`config.mk`:
```
export PLATFORM = sky130hd
export DESIGN_NAME = cp0_flat
export DESIGN_NICKNAME = d
export VERILOG_FILES = /design/src/rtl/cp0_if.sv /design/src/rtl/cp0.sv /design/src/flat_wrapper.sv
export SDC_FILE = /design/constraint.sdc
export NUM_CORES = 1
export LEC_CHECK = 0
export CAP_MARGIN = 20
export CORE_MARGIN = 10
export CORE_UTILIZATION = 41
export CTS_CLUSTER_DIAMETER = 60
export DETAILED_ROUTE_END_ITERATION = 12
export PLACE_DENSITY = 0.82
export RECOVER_POWER = 50
export SLEW_MARGIN = 20
export SYNTH_ARGS = -nofsm -noshare
export SYNTH_HDL_FRONTEND = slang
export SYNTH_SLANG_ARGS = --single-unit
```
`constraint.sdc`:
```
create_clock -name clk -period 2.99 [get_ports clk]
set_input_delay 0.598 -clock clk [delete_from_list [all_inputs] [get_ports clk]]
set_output_delay 0.598 -clock clk [all_outputs]
set_load 0.1 [all_outputs]
```
`src/rtl/cp0_if.sv`:
```
// -----------------------------------------------------------------------------
// cp0_if : pipeline <-> coprocessor 0 signal bundle.
//
// The M stage (master) drives the mfc0/mtc0 register numbers and write data,
// the victim PC / branch-delay flag / exception code, the eret strobe and the
// hardware interrupt lines coming back from the bridge.  CP0 (slave) returns
// the interrupt request, the current EPC and the mfc0 read data.
//
//   A1      [4:0]  read register number (mfc0 rd)
//   A2      [4:0]  write register number (mtc0 rd)
//   DIn     [31:0] mtc0 write data
//   WE             mtc0 write enable
//   PC      [31:0] PC of the instruction in M
//   BD             that instruction is in a branch delay slot
//   ExcCode [4:0]  M-stage exception code, 0 = none
//   HWInt   [5:0]  hardware interrupt lines [7:2]
//   EXLClr         eret in M
//   IntReq         divert to the handler this cycle
//   EPC     [31:0] current EPC register
//   DOut    [31:0] read data for A1
// -----------------------------------------------------------------------------
interface cp0_if;
    logic [4:0]  A1;
    logic [4:0]  A2;
    logic [31:0] DIn;
    logic        WE;
    logic [31:0] PC;
    logic        BD;
    logic [4:0]  ExcCode;
    logic [5:0]  HWInt;
    logic        EXLClr;
    logic        IntReq;
    logic [31:0] EPC;
    logic [31:0] DOut;

    modport master (
        output A1, A2, DIn, WE, PC, BD, ExcCode, HWInt, EXLClr,
        input  IntReq, EPC, DOut
    );

    modport slave (
        input  A1, A2, DIn, WE, PC, BD, ExcCode, HWInt, EXLClr,
        output IntReq, EPC, DOut
    );
endinterface

```
`src/rtl/cp0.sv`:
```
// -----------------------------------------------------------------------------
// cp0 : system coprocessor 0 for the pipelined MIPS core.
//
// Holds SR (12), Cause (13), EPC (14) and PRId (15).  Samples the six hardware
// interrupt lines into Cause.IP every cycle, combines them with the live
// M-stage exception code and raises IntReq when the pipeline must be diverted
// to the handler.  On the edge that ends an IntReq cycle it records EXL, the
// cause code, the delay-slot flag and the restart PC.  eret (EXLClr) clears
// EXL so that the handler can return through EPC.
//
// Ports:
//   clk    rising-edge clock for all state
//   reset  synchronous, active-high; also forces IntReq low in its own cycle
//   bus    cp0_if.slave bundle (see cp0_if.sv for the individual signals)
//
// IntReq and DOut are combinational: IntReq must react to ExcCode in the same
// cycle and mfc0 reads the register file directly in M.
// -----------------------------------------------------------------------------
module cp0 #(
    parameter logic [31:0] PRID_VAL = 32'h0000_0007
) (
    input  logic  clk,
    input  logic  reset,
    cp0_if.slave  bus
);

    localparam logic [4:0] REG_SR    = 5'd12;
    localparam logic [4:0] REG_CAUSE = 5'd13;
    localparam logic [4:0] REG_EPC   = 5'd14;
    localparam logic [4:0] REG_PRID  = 5'd15;

    // Restart address for the victim: a delay-slot instruction restarts at
    // its branch (PC-4, modulo 2^32).  EPC is always word aligned.
    function automatic logic [31:0] victim_epc(input logic [31:0] pc,
                                               input logic        bd);
        logic [31:0] restart;
        if (bd) begin
            restart = pc - 32'd4;
        end else begin
            restart = pc;
        end
        return {restart[31:2], 2'b00};
    endfunction

    // ---------------------------------------------------------------- state
    logic [5:0]  im_r;          // SR.IM[15:10]
    logic        exl_r;         // SR.EXL
    logic        ie_r;          // SR.IE
    logic [5:0]  ip_r;          // Cause.IP[15:10], read-only copy of HWInt
    logic        bd_r;          // Cause.BD
    logic [4:0]  exc_code_r;    // Cause.ExcCode
    logic [31:0] epc_r;

    logic [5:0]  im_nxt_s;
    logic        exl_nxt_s;
    logic        ie_nxt_s;
    logic [5:0]  ip_nxt_s;
    logic        bd_nxt_s;
    logic [4:0]  exc_code_nxt_s;
    logic [31:0] epc_nxt_s;

    logic        int_p_s;
    logic        exc_p_s;
    logic        int_req_s;
    logic [4:0]  rec_code_s;
    logic        sr_we_s;
    logic        epc_we_s;
    logic [31:0] sr_word_s;
    logic [31:0] cause_word_s;
    logic [31:0] dout_s;

    // Pending-event evaluation and interrupt-over-exception priority.
    always_comb begin
        int_p_s   = ie_r & ~exl_r & (|(ip_r & im_r));
        exc_p_s   = ~exl_r & (bus.ExcCode != 5'd0);
        int_req_s = ~reset & (int_p_s | exc_p_s);
        if (int_p_s) begin
            rec_code_s = 5'd0;
        end else begin
            rec_code_s = bus.ExcCode;
        end
    end

    // mtc0 decode; a write that coincides with IntReq is dropped.
    always_comb begin
        sr_we_s  = bus.WE & ~int_req_s & (bus.A2 == REG_SR);
        epc_we_s = bus.WE & ~int_req_s & (bus.A2 == REG_EPC);
    end

    // Next-state for every CP0 field.
    always_comb begin
        im_nxt_s       = im_r;
        exl_nxt_s      = exl_r;
        ie_nxt_s       = ie_r;
        bd_nxt_s       = bd_r;
        exc_code_nxt_s = exc_code_r;
        epc_nxt_s      = epc_r;
        // IP tracks the lines every cycle regardless of anything else.
        ip_nxt_s       = bus.HWInt;

        if (int_req_s) begin
            exl_nxt_s      = 1'b1;
            exc_code_nxt_s = rec_code_s;
            bd_nxt_s       = bus.BD;
            epc_nxt_s      = victim_epc(bus.PC, bus.BD);
        end else begin
            if (sr_we_s) begin
                im_nxt_s  = bus.DIn[15:10];
                exl_nxt_s = bus.DIn[1];
                ie_nxt_s  = bus.DIn[0];
            end else begin
                im_nxt_s  = im_r;
            end

            if (epc_we_s) begin
                epc_nxt_s = {bus.DIn[31:2], 2'b00};
            end else begin
                epc_nxt_s = epc_r;
            end

            // eret is applied after any same-cycle SR write, so it wins on
            // EXL while IM/IE still take the written value.
            if (bus.EXLClr) begin
                exl_nxt_s = 1'b0;
            end else begin
                exl_nxt_s = exl_nxt_s;
            end
        end
    end

    // CP0 register file; reset clears everything including a live EXL.
    always_ff @(posedge clk) begin
        if (reset) begin
            im_r       <= 6'd0;
            exl_r      <= 1'b0;
            ie_r       <= 1'b0;
            ip_r       <= 6'd0;
            bd_r       <= 1'b0;
            exc_code_r <= 5'd0;
            epc_r      <= 32'd0;
        end else begin
            im_r       <= im_nxt_s;
            exl_r      <= exl_nxt_s;
            ie_r       <= ie_nxt_s;
            ip_r       <= ip_nxt_s;
            bd_r       <= bd_nxt_s;
            exc_code_r <= exc_code_nxt_s;
            epc_r      <= epc_nxt_s;
        end
    end

    // Architectural views of SR and Cause; unimplemented bits read 0.
    always_comb begin
        sr_word_s    = {16'd0, im_r, 8'd0, exl_r, ie_r};
        cause_word_s = {bd_r, 15'd0, ip_r, 3'd0, exc_code_r, 2'd0};
    end

    // mfc0 read mux; registers are read as stored, no write-through.
    always_comb begin
        case (bus.A1)
            REG_SR:    dout_s = sr_word_s;
            REG_CAUSE: dout_s = cause_word_s;
            REG_EPC:   dout_s = epc_r;
            REG_PRID:  dout_s = PRID_VAL;
            default:   dout_s = 32'd0;
        endcase
    end

    assign bus.IntReq = int_req_s;
    assign bus.EPC    = epc_r;
    assign bus.DOut   = dout_s;

endmodule

```
`src/flat_wrapper.sv`:
```
// flat-port wrapper written by rule: the top's interface ports become plain ports
module cp0_flat 
#(
    parameter logic [31:0] PRID_VAL = 32'h0000_0007
)
  (clk, reset, bus_A1, bus_A2, bus_DIn, bus_WE, bus_PC, bus_BD, bus_ExcCode, bus_HWInt, bus_EXLClr, bus_IntReq, bus_EPC, bus_DOut);
  cp0_if bus_i ();
  input  logic clk;
  input  logic reset;
  input wire logic [$bits(bus_i.A1)-1:0] bus_A1;
  input wire logic [$bits(bus_i.A2)-1:0] bus_A2;
  input wire logic [$bits(bus_i.DIn)-1:0] bus_DIn;
  input wire logic [$bits(bus_i.WE)-1:0] bus_WE;
  input wire logic [$bits(bus_i.PC)-1:0] bus_PC;
  input wire logic [$bits(bus_i.BD)-1:0] bus_BD;
  input wire logic [$bits(bus_i.ExcCode)-1:0] bus_ExcCode;
  input wire logic [$bits(bus_i.HWInt)-1:0] bus_HWInt;
  input wire logic [$bits(bus_i.EXLClr)-1:0] bus_EXLClr;
  output wire logic [$bits(bus_i.IntReq)-1:0] bus_IntReq;
  output wire logic [$bits(bus_i.EPC)-1:0] bus_EPC;
  output wire logic [$bits(bus_i.DOut)-1:0] bus_DOut;
  assign bus_i.A1 = bus_A1;
  assign bus_i.A2 = bus_A2;
  assign bus_i.DIn = bus_DIn;
  assign bus_i.WE = bus_WE;
  assign bus_i.PC = bus_PC;
  assign bus_i.BD = bus_BD;
  assign bus_i.ExcCode = bus_ExcCode;
  assign bus_i.HWInt = bus_HWInt;
  assign bus_i.EXLClr = bus_EXLClr;
  assign bus_IntReq = bus_i.IntReq;
  assign bus_EPC = bus_i.EPC;
  assign bus_DOut = bus_i.DOut;
  cp0 #(.PRID_VAL(PRID_VAL)) u_core (.clk(clk), .reset(reset), .bus(bus_i));
endmodule
```
# Word level (Yosys, flattened, before mapping)
# Index checks and enable logic that the tools add are counted.
# classes
n_addsub	1
eq_ne	6
mux	8
bitwise	12
n_reduce_logical	5
# op_table
op	count
32-bit case mux with 4 select lines	1
32-bit two-way mux	3
32-bit by 3-bit subtractor with 32-bit output, second input constant	1
5-bit by 4-bit equality test with 1-bit output, second input constant	6
1-bit bitwise AND	7
6-bit bitwise AND	1
6-bit OR reduction	1
5-bit two-way mux	1
5-bit nonzero test	1
1-bit two-way mux	3
1-bit NOT	3
3-bit nonzero test	1
2-bit AND reduction	1
2-bit nonzero test	1
1-bit OR	1
# word_totals
ff_bits	50
input_bits	90
output_inout_bits	65
word_cells	39

# Depth between registers and ports, before layout
# Gate-level depths: netlist of run 1.
# logic_depth
depth_word	11
mapped_depth	7
depth_no_buf	7

# Worst setup path after synthesis of run 1
# OpenSTA, ideal clock, no wires.
# synth_timing
path_type	input-to-output
start	in bus_A1[0]
end	out bus_DOut[3]
arrival_time_ns	2.731
t_required_ns	2.392
setup_slack_ns	-0.339
stages	5
path_buffers	2
path_cell_list	clkbuf_1 > nor2b_1 > clkbuf_1 > a22oi_1 > nor2_1
# synth_via
elab_chain_len	2
elab_cells_between_ends	5
classes_between	4 x eq/ne; 1 x mux
# synth_rtl
element	line	text
start: declaration	flat_wrapper.sv:10	input wire logic [$bits(bus_i.A1)-1:0] bus_A1;
5-bit by 4-bit equality test with 1-bit output	cp0.sv:160	case (bus.A1)
32-bit case mux with 4 select lines *	cp0.sv:160	
end: declaration	flat_wrapper.sv:21	output wire logic [$bits(bus_i.DOut)-1:0] bus_DOut;
# Every way passes the cells marked *; elsewhere a longest branch is shown, timed or not.

# Worst setup path after layout of run 1
# layout_timing
start	in bus_A1[0]
end	out bus_DOut[7]
# Same word-level chain as after synthesis.

==> summary by stage, run 1 <==
Die
The core region is 7330 um2. From left edge to right edge, the die measures 107 um. The row count is 31. The floorplan step defined a die boundary enclosing approximately 11000 um2. The number of placed I/O pins is between 150 and 200. The starting density of the core is about 42%. Measured along the y axis, the die boundary spans 107 um.

Layout
The fraction of final layout cells sized beyond drive strength 1 is 15.6%. The most common library cell in the layout ignoring fill and taps is sky130_fd_sc_hd__clkdlybuf4s50_1. The antenna diode count is 0. Compared with the post-synthesis result, the final layout area differs by 62.1%. In the layout the commonest cells are sky130_fd_sc_hd__clkdlybuf4s50_1, sky130_fd_sc_hd__dfxtp_1, sky130_fd_sc_hd__nor2_1.

The final-stage net count is between 600 and 700. The final cell count without fillers is 618.

STA
The actual transition at the worst max-transition pin is 2220 ps. The worst hold slack across all endpoints is 488 ps. On the final layout, the worst clock skew is between 7 and 8 ps. The relative slew slack is -47.7%. The number of pins with negative max-slew slack in the final report is 51. Setup slack on the critical path of the routed design comes to 239 ps.

Setup repair after global routing left no endpoint under its margin. Static timing analysis puts the maximum clock frequency at 0.363 GHz. The total negative slack is 0 ps.

The hold violation total from the final report is 0. Setup violations remaining at the end of the flow were counted as 0. The routed design could run at a clock period as short as between 2000 and 3000 ps.

The post-route clock period utilization is 92.0%.

Clock tree
Clock tree synthesis inserted a total of 5 buffers. The CTS tree is built. For the worst-skew pair, the clock arrives at the later sink with an insertion delay of 310 ps. Counting every sink on the clock net gives 50. The number of gates given a new drive strength after cts is 1. The library cell used as clock root buffer is sky130_fd_sc_hd__clkbuf_8.

The number of buffers inserted for hold repair after clock tree synthesis is 0. The clock passes through at most 2 buffers. The number of buffers inserted by post-CTS setup repair is 0. CTS built an H-tree with a depth of 2.

The clock-pin transition on the worst setup and hold timing paths is 90 ps.

Worst setup path
The worst register-to-register path ends at u_core.bus.EPC[4]. Of all nets on the critical path, the largest fanout is 18. The type of destination of the critical path is an output port.

The reg2reg setup slack is ~820 ps. STA classifies the critical path startpoint as a primary input. Measured in cells, the most critical reg-to-reg path has a length of 6. The critical path is of the primary input to output port type.

The worst reg2reg path startpoint is u_core.im_r[3]. At the worst endpoint, the required time is 2390 ps. The data arrival time of the critical path is approximately 2200 ps.

Place
The worst-case setup slack after placement is 12.3 ps. The global placement routability congestion is 0.926. The number of placed instances, taps included is ~610. Detailed placement ended at an HPWL of just over 9000 um.

The number of port buffers is 150.

Synthesis
The number of synthesized flops with an enable pin is 0. The count of synthesis-stage warnings from yosys is 0. The post-synthesis instance total is 370.

The synthesized netlist occupies a cell area of 3110 um2. For this run, the leading register cell type out of synthesis is sky130_fd_sc_hd__dfxtp_1. In the synthesized netlist the async set-or-reset flop fraction comes to 0%.

Dividing the synthesized area by the synthesized cell count gives 8.41 um2. After synthesis, flip-flops and latches occupy 32.2% of the total area. Of the post-synthesis cell area, the dominant cell type holds between 30% and 40%. sky130_fd_sc_hd__dfxtp_1 takes more of the synthesized area than any other cell.

The synthesized design contains 50 register bits. The synthesized netlist contains 44 unique library cells. Ranked by total cell area, the synthesized netlist is headed by sky130_fd_sc_hd__dfxtp_1, sky130_fd_sc_hd__mux2i_1, sky130_fd_sc_hd__nor2_1.

Global routing
The overall global routing resource usage is slightly below 20%. The initial antenna violation count was 0. The number of global-route vias before repair is between 3000 and 4000. The global-route wire length before repair is around 18000 um. Entering global routing, the biggest net connects 53 pins. Global routing finished with a remaining overflow of 0.

Detailed routing
The average wire length per cell after detail routing is 18.7 um. For this block, the initial DRC count from the detailed router was 206. The mean number of vias per cell is 5.28. The via total after detailed routing is between 3000 and 4000. After detailed routing, the number of remaining DRC violations is 0. The post-detailed-route count of antenna-violating nets is 0. The number of detailed-route iterations in the first pass is 4. The routed design has 11600 um of wire.

Flow run
Across the run, the number of max-cap violations was 1.

Power and ir drop
The maximum vdd drop is approximately 0.27 mV. The analysis attributes to cell leakage a power of 2.01 nW. The total power divided by cell area is 394 nW/um2.

Outcome
The flow ran to the end, but the final reports show violations. The checks that failed: max-capacitance violations, max-slew violations.

Worst hold path
For hold timing, the worst endpoint is u_core.bd_r. In this run the most critical hold path is launched from u_core.bd_r. The type of the tightest min-delay check is flop to flop. The instance count along the most critical hold path is 2.
[metrics by stage]
stage	utilization, %	power (mW)	cell area (um2)
2_1_floorplan	-	1.26	3150
3_3_place_gp	68.9	1.53	5050
3_5_place_dp	68.9	1.54	5050
4_1_cts	70.4	2.03	5160
5_1_grt	68.8	2.07	5050
6_report	68.8	1.99	5050
[state kept, by name, summed over array words and instances, names as in the netlist]
| register | cells |
|---|---|
| u_core.ie_r | 1 |
| u_core.bus.EPC | 30 |
| u_core.bd_r | 1 |
| u_core.ip_r | 6 |
| u_core.im_r | 6 |
| u_core.exl_r | 1 |
| u_core.exc_code_r | 5 |
[logic make-up (layout without fill, tap and decap cells)]
group                      Yosys count  count (layout)  share of synthesized area [%]
other                                1               2                          0.120
and+or+nand+nor                    145             145                           26.0
buffers and inverters               28             176                           3.90
DFF                                 50              50                           32.2
muxes                               44              44                           14.2
xor gates and xnor gates            26              26                           7.32
AOI/OAI and AO/OA                   75              75                           16.0
adders and majority gates            1               1                          0.402
[synth_stat cells (5+ instances only)]
library cell and instances:
sky130_fd_sc_hd__a211oi_1 16, sky130_fd_sc_hd__mux2i_1 43, sky130_fd_sc_hd__clkbuf_1 19, sky130_fd_sc_hd__a22oi_1 13
sky130_fd_sc_hd__nor3_1 12, sky130_fd_sc_hd__nor2_1 57, sky130_fd_sc_hd__nor2b_1 10, sky130_fd_sc_hd__nand2_1 10
sky130_fd_sc_hd__nor4_1 8, sky130_fd_sc_hd__nand3_1 5, sky130_fd_sc_hd__a21o_1 12, sky130_fd_sc_hd__xnor2_1 23
sky130_fd_sc_hd__dfxtp_1 50, sky130_fd_sc_hd__a21oi_1 26, sky130_fd_sc_hd__and2_1 18
[layer usage]
layer	vias to the layer above	global-route usage [%]	part of all wire (%)
li1	1613	-	-
met1	1544	23.5	42
met2	92	34.3	51
met3	15	3.47	4.8
met4	0	6.67	2.3
met5	-	0	0
[power by group]
group / internal (mW) / switching, mW
Sequential: 0.716 / 0.0391
Combinational: 0.229 / 0.513
Clock: 0.268 / 0.225
Total: 1.21 / 0.777
[final cells by class]
type / count / area [um2]
sequential: 50 / 1000
timing repair buffer: 166 / 1750
multi-input combinational: 293 / 2040
clock inverter: 1 / 30.0
inverter: 3 / 11.3
tap: 99 / 124
fill: 586 / 2280
clock buffer: 6 / 82.6
[how the worst max path moves through the flow]
| stage | startpoint | end | slack [ps] | depth (start not counted) |
|---|---|---|---|---|
| finish | bus_A1[0] | bus_DOut[7] | 240 | 7 |
| global route | bus_A1[0] | bus_DOut[7] | 110 | 7 |
| CTS | bus_A1[0] | bus_DOut[7] | 240 | 7 |
| detailed placement | bus_A1[0] | bus_DOut[6] | 10 | 5 |
| global placement | bus_A1[0] | bus_DOut[31] | 110 | 5 |
| floorplan | bus_A1[1] | bus_DOut[0] | -160 | 3 |
[critical path: stages]
cell	delay, ps
sky130_fd_sc_hd__clkdlybuf4s50_1	410
sky130_fd_sc_hd__buf_4	180
sky130_fd_sc_hd__nor2b_1	150
sky130_fd_sc_hd__nor2b_1	150
sky130_fd_sc_hd__buf_4	230
sky130_fd_sc_hd__and2_1	220
sky130_fd_sc_hd__buf_12	190
Note: power is estimated with default switching activity, not from simulation.
==> run 2, diff against run 1 <==
--- a/config.mk
+++ b/config.mk
@@ -16,3 +16,4 @@
 export SYNTH_ARGS = -nofsm -noshare
 export SYNTH_HDL_FRONTEND = slang
 export SYNTH_SLANG_ARGS = --single-unit
+export TNS_END_PERCENT = 20
==> run 2 against run 1 <==
The flow still finishes with violations (max-capacitance violations, max-slew violations). Via count about the same. Non-clock buffer count is 2 higher. Utilization down 0.19 points. Register-to-register slack about the same. Global-route usage down 0.23 points. Maximum frequency shrank 1.1%. First-iteration DRC count down 17%. Clock skew is essentially flat. Cell area fell by 0.27%.
==> summary by stage, run 2 (same netlist as run 1, synthesis figures left out) <==
Outcome
The flow ran to the end, but the final reports show violations. The final reports fail on max-capacitance violations, max-slew violations.

STA
Of the available clock period, the critical path in the final layout requires 93.1%. The worst path meets setup with 207 ps of slack. Setup violations remaining at the end of the flow were counted as 0. For the pin with the worst max-slew slack, the measured transition is between 2000 and 2500 ps.

Setup repair after global routing left no endpoint under its margin. The number of pins with negative max-slew slack in the final report is 51. The clock period could shrink to 2780 ps. The total negative slack is 0 ps. Static timing analysis puts the maximum clock frequency at 0.359 GHz. The worst-case clock skew is 7.11 ps. The relative slew slack is -53.8%. The hold violation total from the final report was 0.

Worst setup path
The type of element launching the critical path is a primary input. The type of the worst setup path is primary input to output port. At the worst endpoint, the arrival time is 2180 ps. The number of buffers and inverters on the critical path is 3. The gate family responsible for the most delay along the worst path is buffers and inverters.

For this design, the slowest cell found on the critical path is sky130_fd_sc_hd__clkdlybuf4s50_1. The most used cell along the critical path is sky130_fd_sc_hd__nor2b_1. Setup slack on the worst reg-to-reg path comes out at 810 ps.

The top fanout value on the critical path is 14. The signal on the critical path passes through clkdlybuf4s50_1 > nor2b_1 > nor2b_1 > buf_4 > and2_1 > buf_12. At the worst endpoint, the required time is 2390 ps. STA classifies the critical path endpoint as an output port. The maximum cell stage delay along the critical path is about 500 ps.

Layout
The most common library cell in the layout ignoring fill and taps is sky130_fd_sc_hd__clkdlybuf4s50_1. Cells with a size suffix above 1 make up between 10 and 15% of the layout. Summing all non-filler instances in the final layout gives an area of 5030 um2. The flip-flop count of the largest register after layout is 30.

The share of the core filled with cells in the final layout is 68.6%. Relative to the synthesized area, the layout overhead comes to 61.7%. The number of fill cells in the layout is 594. The final-stage net count is about 610.

Leaving out fill and tap cells, the most frequent cells in the layout are sky130_fd_sc_hd__clkdlybuf4s50_1, sky130_fd_sc_hd__nor2_1, sky130_fd_sc_hd__dfxtp_1. 0 antenna diodes ended up in the layout.

Power and ir drop
IR analysis of the VDD net gives a maximum drop of 0.251 mV. The total power divided by cell area is 394 nW/um2. For this design the static power due to leakage is 2.02 nW.

Die
The row count is 31. The die is 107 um tall. The die covers ~11000 um2.

The initial utilization of the core area, before any placement, comes to 42.5%. The total core area is 7330 um2. From left edge to right edge, the die measures 107 um. The number of placed I/O pins is between 150 and 200.

Global routing
The initial antenna violation count is 0. The number of global-route vias before repair is 3359. Summed over all layers, the global routing overflow is 0. The overall global routing resource usage is about a fifth. The largest net degree at the start of global routing is 53.

The global-route wire length before repair is 18100 um.

Place
The worst-case setup slack after placement is 36.4 ps. The placed standard-cell area is 5040 um2. In this run the tool buffered the top-level ports with 150 buffer cells.

The global placement routability congestion is 0.937. The wire-length estimate of the detail-placed layout is 9440 um.

Clock tree
The library cell used as clock root buffer is sky130_fd_sc_hd__clkbuf_8. The number of buffers between clock root and the deepest sink is 2. The number of gates given a new drive strength after cts is 0.

In this run the number of H-tree levels came out at 2. The number of CTS-inserted buffers is 5. After clock tree synthesis, the flow added hold-fix buffers numbering 0.

The clock reaches the later pin of the worst-skew pair after 300 ps. The number of sinks on the clock net is 50. Clock-pin slew was measured on the worst setup and hold paths at 90 ps. The CTS tree is built. The number of buffers inserted by post-CTS setup repair is 0.

Detailed routing
The via total after detailed routing is between 3000 and 4000. After detailed routing, the average wire length per cell comes to 18.7 um. After detailed routing, the number of remaining DRC violations is 0. The mean number of vias per cell is 5.26.

The aggregate routed wire length is approximately 12000 um. In this run the remaining antenna-violating nets after routing total 0. After the first detailed-routing iteration, the DRC count stood at roughly 170. The first detailed-routing pass took 4 iterations.

Worst hold path
The path class of the tightest hold or removal check is flop to flop.

Flow run
The number of maximum-capacitance violations is 1.
## run 2: cell count changes in the layout (fill, tap and decap cells not counted)
cell	before	now
sky130_fd_sc_hd__nor2b_2	1	0
sky130_fd_sc_hd__nor2_2	12	3
sky130_fd_sc_hd__a21oi_1	25	26
sky130_fd_sc_hd__nor2b_1	9	10
sky130_fd_sc_hd__a21oi_2	1	0
sky130_fd_sc_hd__buf_4	15	17
sky130_fd_sc_hd__nor2_1	44	53
## run 2: through the flow
stage | total power [mW] | std cells | hold slack (ps)
6_report | 1.98 | 620 | 506
5_1_grt | 2.06 | 620 | 518
4_1_cts | 2.02 | 620 | 505
3_5_place_dp | 1.54 | 613 | 473
3_3_place_gp | 1.53 | 613 | 467
2_1_floorplan | 1.26 | 371 | 437
## run 2: cell type report
cell class	count	area, um2	area share (%)
clock buffer	6	82.6	1.64
tap	99	124	2.46
inverter	3	11.3	0.224
sequential	50	1000	19.9
clock inverter	1	30.0	0.597
multi-input combinational	293	2010	40.0
timing repair buffer	168	1770	35.2
## run 2: worst register-to-register path, delay by kind of cell, from the launching register on
family	cells	cell delay (ps)
AND/OR/NAND/NOR	2	400
buffers and inverters	1	320
flip-flops	1	370
AO/OA/AOI/OAI	3	880
## run 2: final timing paths
check             cells past startpoint                end           start
hold reg to reg                       2        u_core.bd_r     u_core.bd_r
hold / removal                        2        u_core.bd_r     u_core.bd_r
setup / recovery                      6       bus_DOut[23]       bus_A1[1]
setup reg to reg                      6  u_core.bus.EPC[4]  u_core.im_r[3]
## run 2: per-layer routing
layer  GRT usage [%]  vias up  routed length [um]
li1                -     1620                   -
met1            23.1     1523                4790
met4            5.32        0                 182
met5               0        -                   0
met2            34.6      104                6020
met3            3.59       14                 599
## run 2: power breakdown
group	total [mW]	leakage (nW)	internal, mW	switching [mW]
sequential	0.753	0.414	0.716	0.0370
combinational	0.741	1.55	0.230	0.511
clock	0.489	0.0573	0.268	0.221
